<file path="src/rtl/psg_pkg.sv">
// Shared constants and the PSG-to-PCM conversion used by the I2S output stage.
package psg_pkg;

    localparam int PCM_W     = 16;
    localparam int PSG_W     = 10;
    localparam int PSG_MID   = 512;
    localparam int I2S_SLOTS = 32;

    typedef logic [PCM_W-1:0] pcm_t;

    // Re-centre the unsigned PSG word on zero and scale it to full-range signed PCM.
    function automatic pcm_t psg_to_pcm(input logic [PSG_W-1:0] s);
        logic [PSG_W:0] d;
        d = {1'b0, s} - 11'(PSG_MID);
        return {d[PSG_W-1:0], 6'b000000};
    endfunction

endpackage

</file>
<file path="src/rtl/psg_sfifo.sv">
// Small synchronous FIFO; the pop request is ignored while empty and a push
// is accepted when full only if a pop frees a slot in the same cycle.
module psg_sfifo #(
    parameter int WIDTH = 16,
    parameter int DEPTH = 4,
    localparam int AW   = $clog2(DEPTH)
) (
    input  logic             clk,
    input  logic             rst,
    input  logic             i_push,
    input  logic [WIDTH-1:0] i_din,
    input  logic             i_pop,
    output logic [WIDTH-1:0] o_dout,
    output logic             o_full,
    output logic             o_empty,
    output logic [AW:0]      o_level
);

    logic [WIDTH-1:0] r_mem [DEPTH];
    logic [AW-1:0]    r_wr_ptr;
    logic [AW-1:0]    r_rd_ptr;
    logic [AW:0]      r_level;
    logic             w_do_push;
    logic             w_do_pop;

    assign o_full    = (r_level == (AW+1)'(DEPTH));
    assign o_empty   = (r_level == '0);
    assign o_level   = r_level;
    assign o_dout    = r_mem[r_rd_ptr];
    assign w_do_pop  = i_pop && !o_empty;
    assign w_do_push = i_push && (!o_full || w_do_pop);

    // Storage array; contents need no reset because the level guards every read.
    always_ff @(posedge clk) begin
        if (w_do_push) begin
            r_mem[r_wr_ptr] <= i_din;
        end
    end

    // Pointers and occupancy.
    always_ff @(posedge clk) begin
        if (rst) begin
            r_wr_ptr <= '0;
            r_rd_ptr <= '0;
            r_level  <= '0;
        end else begin
            if (w_do_push) begin
                r_wr_ptr <= r_wr_ptr + 1'b1;
            end
            if (w_do_pop) begin
                r_rd_ptr <= r_rd_ptr + 1'b1;
            end
            if (w_do_push && !w_do_pop) begin
                r_level <= r_level + 1'b1;
            end else if (w_do_pop && !w_do_push) begin
                r_level <= r_level - 1'b1;
            end else begin
                r_level <= r_level;
            end
        end
    end

endmodule

</file>
<file path="src/rtl/psg_i2s_tx.sv">
// PSG output stage: converts each sound word to PCM, buffers it and serialises
// it as mono-duplicated I2S with locally generated BCLK/LRCK.
module psg_i2s_tx
    import psg_pkg::*;
#(
    parameter int FIFO_DEPTH = 4,
    parameter int BCLK_DIV   = 8,
    localparam int LW        = $clog2(FIFO_DEPTH) + 1
) (
    input  logic             clk,
    input  logic             rst,
    input  logic [PSG_W-1:0] sound,
    input  logic             sample,
    output logic             i2s_bclk,
    output logic             i2s_lrck,
    output logic             i2s_sdata,
    output logic [LW-1:0]    fifo_level,
    output logic             overflow,
    output logic             underrun
);

    localparam int DIV_W  = (BCLK_DIV > 1) ? $clog2(BCLK_DIV) : 1;
    localparam int SLOT_W = $clog2(I2S_SLOTS);

    pcm_t              r_pcm;
    logic              r_push;
    logic [DIV_W-1:0]  r_div_cnt;
    logic              r_bclk;
    logic [SLOT_W-1:0] r_slot;
    pcm_t              r_held;
    logic              r_lrck;
    logic              r_sdata;
    logic              r_overflow;
    logic              r_underrun;

    pcm_t              w_head;
    logic              w_full;
    logic              w_empty;
    logic              w_tc;
    logic              w_fall;
    logic [SLOT_W-1:0] w_next_slot;
    logic              w_frame_start;
    pcm_t              w_word;
    logic [3:0]        w_bit_idx;

    psg_sfifo #(
        .WIDTH (PCM_W),
        .DEPTH (FIFO_DEPTH)
    ) u_fifo (
        .clk     (clk),
        .rst     (rst),
        .i_push  (r_push),
        .i_din   (r_pcm),
        .i_pop   (w_frame_start),
        .o_dout  (w_head),
        .o_full  (w_full),
        .o_empty (w_empty),
        .o_level (fifo_level)
    );

    assign w_tc          = (r_div_cnt == DIV_W'(BCLK_DIV - 1));
    assign w_fall        = w_tc && r_bclk;
    assign w_next_slot   = r_slot + 5'd1;
    assign w_frame_start = w_fall && (w_next_slot == 5'd0);
    assign w_bit_idx     = 4'd15 - w_next_slot[3:0];

    // Word to transmit in the slot being entered: a fresh FIFO head at frame start, else the held word.
    always_comb begin
        w_word = r_held;
        if (w_frame_start && !w_empty) begin
            w_word = w_head;
        end else begin
            w_word = r_held;
        end
    end

    // Conversion register, bit-clock divider, slot/serial logic and sticky flags.
    always_ff @(posedge clk) begin
        if (rst) begin
            r_pcm      <= 16'h0000;
            r_push     <= 1'b0;
            r_div_cnt  <= '0;
            r_bclk     <= 1'b0;
            r_slot     <= 5'd31;
            r_held     <= 16'h0000;
            r_lrck     <= 1'b0;
            r_sdata    <= 1'b0;
            r_overflow <= 1'b0;
            r_underrun <= 1'b0;
        end else begin
            r_push <= sample;
            if (sample) begin
                r_pcm <= psg_to_pcm(sound);
            end
            if (w_tc) begin
                r_div_cnt <= '0;
                r_bclk    <= !r_bclk;
            end else begin
                r_div_cnt <= r_div_cnt + 1'b1;
            end
            if (w_fall) begin
                r_slot  <= w_next_slot;
                r_held  <= w_word;
                r_sdata <= w_word[w_bit_idx];
                // LRCK leads the MSB of each channel by one BCLK.
                r_lrck  <= (w_next_slot >= 5'd15) && (w_next_slot <= 5'd30);
            end
            if (w_frame_start && w_empty) begin
                r_underrun <= 1'b1;
            end
            if (r_push && w_full && !w_frame_start) begin
                r_overflow <= 1'b1;
            end
        end
    end

    assign i2s_bclk  = r_bclk;
    assign i2s_lrck  = r_lrck;
    assign i2s_sdata = r_sdata;
    assign overflow  = r_overflow;
    assign underrun  = r_underrun;

endmodule
</file>
<file path="config.mk">
export PLATFORM = sky130hd
export DESIGN_NAME = psg_i2s_tx
export DESIGN_NICKNAME = d
export VERILOG_FILES = /design/src/rtl/psg_pkg.sv /design/src/rtl/psg_sfifo.sv /design/src/rtl/psg_i2s_tx.sv
export SDC_FILE = /design/constraint.sdc
export NUM_CORES = 1
export LEC_CHECK = 0
export BUFFER_PORTS_ARGS = -buffer_cell sky130_fd_sc_hd__buf_2
export CORE_MARGIN = 10
export CORE_UTILIZATION = 41
export DETAILED_ROUTE_END_ITERATION = 16
export PLACE_DENSITY_LB_ADDON = 0.15
export RECOVER_POWER = 50
export SYNTH_ARGS = -nofsm -noshare
export SYNTH_HDL_FRONTEND = slang
export SYNTH_HIERARCHICAL = 1
export SYNTH_SLANG_ARGS = --single-unit
</file>
<file path="constraint.sdc">
create_clock -name clk -period 2.9 [get_ports clk]
set_input_delay 0.145 -clock clk [delete_from_list [all_inputs] [get_ports clk]]
set_output_delay 0.145 -clock clk [all_outputs]
set_load 0.05 [all_outputs]
</file>
==> metrics.yaml <==
final_layout:
  final_nets: 414
  finish.utilization: 0.5204
  num_antenna_cells: 0
  drive_gt1_frac: 0.1712
  final_cell_area_sq_mm: 0.005690
  area_delta_synth_final_pct: 23.49
  fin_cells: 543
  n_fill_cell: 951
clocking:
  cts_max_path_buffers: 2
  tritoncts: "yes"
  cts_sinks: 113
  root_buffer: "clkbuf_16"
  cts_max_level: 4
  post-cts-setup-buffers: 0
  clock_latency_ps: 410
  numCtsBuffers: 17
  cts.clk_slew.worst_paths_ps: 60
critical_path:
  crit_arrival_ps: 3070
  crit_path_frequent_cell: "inv_1"
  crit_path_max_fanout: 7
  reg2reg_from: "r_slot[1]"
  cpPeakStageDelay_ps: 400
  cp_cell_sequence: "ha_4, nand3_2, or2_2, a21oi_2, inv_1, a21boi_4, ha_1, inv_1, fa_1, xor2_1, or3_1, a21oi_1"
  critical_path_class: "flip-flop to flip-flop"
  r2r-end: "u_fifo/o_level[2]"
  cp.required_ps: 3210
  critical-path-slowest-cell: "dfxtp_2"
  reg2reg_depth: 12
  cp-start-kind: "flip-flop"
  cp-end-kind: "flip-flop"
  ff2ff_setup_slack_ps: 140
  critPathBufInv: 2
  worst-path-stages: 12
  cp_top_family: "adder cells"
grt:
  grt_max_degree: 52
  overflow: 0
  use_met1: 0.1380
  grt_first_pass_wirelength_um: 13920
  busiest_layer: "met2"
  grt_util_met2: 0.1621
  groute.usage.overall: 0.1116
  gr-usage-met3: 0.04866
  antenna_found_initial: 0
  grt_pass1_vias: 2687
status:
  status: "complete, but fails checks"
  violations: "max-capacitance violations, max-slew violations"
synth:
  async_reset_ff_frac: 0
  synth_area_per_cell_sq_um: 14.40
  yosysTopAreaCell: "edfxtp_1"
  netlist_top_cells_area: "edfxtp_1 42%, dfxtp_1 21%, mux4_1 9.1%, mux2i_1 6.5%, nor2_1 3.4%"
  yosys_most_used_dff: "edfxtp_1"
  ys_seq_area_frac: 0.6299
  synth_warnings: 6
  ys_ff_latch: 113
  synth.distinct_cells: 47
  synth-edff-count: 64
  synth_top_area_frac: 0.4171
  netlist_instances: 320
  synth_area_sq_mm: 0.004608
sta:
  setup_tns_ps: 0
  grt_setup_unrepaired: "yes"
  fin_crit_ps: 2758
  timing.fmax_mhz: 362.5
  timing.final.crit_share: 0.9512
  worst_pin_slew_ps: 2253
  maxSlewHeadroom: -0.5020
  finalHoldViolations: 0
  fin_worst_skew_ps: 6.637
  setup_violations: 0
  slew_violations: 52
worst_hold_path:
  min_path_type: "primary input to flip-flop"
  min_from: "sample"
  hold_depth: 3
  hold_end: "r_pcm[15]"
drt:
  avgRoutedWirePerCell_um: 15.17
  avgViaCountPerCell: 4.853
  drt_pass1_iterations: 4
  drcViolationCount: 0
  num_vias: 2635
  ant_nets: 0
  routed_wl_um: 8235
  first_iter_violations: 142
placement:
  place.gp.congestion: 0.8204
  portBuffers: 20
  place_area_sq_mm: 0.005000
  dpl.cell_count: 501
  post-dp-hpwl_um: 5288
floorplan:
  std_cell_rows: 38
  dieArea_sq_mm: 0.01588
  core_area_sq_mm: 0.01094
  ios: 21
  start_util: 0.4214
  die_y_um: 126.0
  die-width_um: 126.0
pwr:
  pwr_density_cell_mw_per_mm2: 688.1
  p_leak_nw: 2.102
  ir_worst_vdd_uv: 731.7
  total_power_mw: 3.916
run:
  maxCapViolCount: 1
## cell usage after synthesis (all sizes together), types with 3 or more instances
cell type	number
nand3	9
dfxtp	49
o21ai	7
clkbuf	5
o22ai	3
nor2	42
inv	7
and2	4
buf	10
o211ai	3
xor2	7
edfxtp	64
nand2b	4
nand2	8
nor3b	3
ha	10
nor3	6
mux4	16
a21oi	7
mux2i	30
xnor2	3
## state kept, by name, indices dropped and copies added, names as in the netlist, named ones only
signal	count
overflow	1
i2s_sdata	1
u_fifo/r_rd_ptr	2
u_fifo/r_mem	64
i2s_bclk	1
r_push	1
underrun	1
u_fifo/o_level	3
u_fifo/r_wr_ptr	2
r_pcm	10
r_held	16
r_div_cnt	3
i2s_lrck	1
r_slot	5
## worst register-to-register path, stage by stage (launching register included)
cell and delay [ps]:
dfxtp_2 400, ha_4 190, nand3_2 120, or2_2 320, a21oi_2 150, inv_1 80
a21boi_4 140, ha_1 220, inv_1 70, fa_1 370, xor2_1 150, or3_1 310
a21oi_1 140
## where the power goes
group	switching (mW)	total (mW)	internal, mW
combinational	0.0891	0.153	0.0637
clock	0.734	2.00	1.27
sequential	0.0231	1.76	1.74
## worst max path at each step
stage	startpoint	end
3_3_place_gp	r_slot[1]	u_fifo/o_level[2]
4_1_cts	r_slot[1]	u_fifo/o_level[2]
3_5_place_dp	r_slot[1]	u_fifo/o_level[2]
2_1_floorplan	r_slot[1]	u_fifo/o_level[2]
5_1_grt	r_div_cnt[0]	i2s_sdata
6_report	r_slot[1]	u_fifo/o_level[2]
## layout make-up
cell class / count / area, sq um / area share
clock buffer: 17 / 425.4 / 0.07476
clock inverter: 15 / 160.2 / 0.02814
sequential: 113 / 2905 / 0.5106
timing repair buffer: 43 / 300.3 / 0.05277
tap: 140 / 175.2 / 0.03078
inverter: 7 / 26.28 / 0.004617
multi-input combinational: 208 / 1698 / 0.2984
## metrics by stage
| step | setup WS (ps) | hold WS, ps |
|---|---|---|
| after floorplan | 58.48 | 244.0 |
| after global placement | 115.9 | 332.7 |
| after detailed placement | 33.53 | 333.0 |
| after CTS | 28.10 | 168.8 |
| after global routing | -51.19 | 187.8 |
| final | 141.6 | 179.7 |
## layer usage
layer  vias up  wire length, um
li1       1329                -
met1      1252             3869
met2        44             3818
met3        10              381
met4         0              165
met5         -                0
## timing repair
action,in CTS,in global routing
setup endpoints to repair,1,2
endpoints found under the hold margin,10,0
hold buffers,10,0
gates resized for setup,1,3
## logic make-up after synthesis
| group | after synthesis | share of synthesized area |
|---|---|---|
| AO/OA/AOI/OAI | 30 | 0.04181 |
| XOR/XNOR | 10 | 0.01901 |
| adder cells (fa/ha/maj) | 11 | 0.03150 |
| buffers and inverters | 22 | 0.02634 |
| flip-flops | 113 | 0.6299 |
| multiplexers | 47 | 0.1597 |
| other | 1 | 0.0008138 |
| AND/OR/NAND/NOR | 86 | 0.09096 |
## cell usage in the layout (no fill, tap or decap), types with 3 or more instances in the layout
| cell | count |
|---|---|
| clkbuf_16 | 17 |
| buf_4 | 12 |
| a21oi_1 | 6 |
| clkbuf_1 | 8 |
| clkinv_2 | 3 |
| o21ai_0 | 6 |
| conb_1 | 24 |
| o211ai_1 | 3 |
| nor3_1 | 6 |
| xor2_1 | 7 |
| and2_1 | 4 |
| o22ai_1 | 3 |
| ha_1 | 9 |
| nor2_1 | 42 |
| clkinv_4 | 6 |
| dfxtp_1 | 47 |
| nand2b_1 | 4 |
| xnor2_1 | 3 |
| nand2_1 | 8 |
| edfxtp_1 | 64 |
| nand3_1 | 8 |
| mux4_1 | 16 |
| buf_2 | 12 |
| dlygate4sd3_1 | 10 |
| mux2i_1 | 30 |
| inv_1 | 7 |
Power figures use the tool's default switching activity.
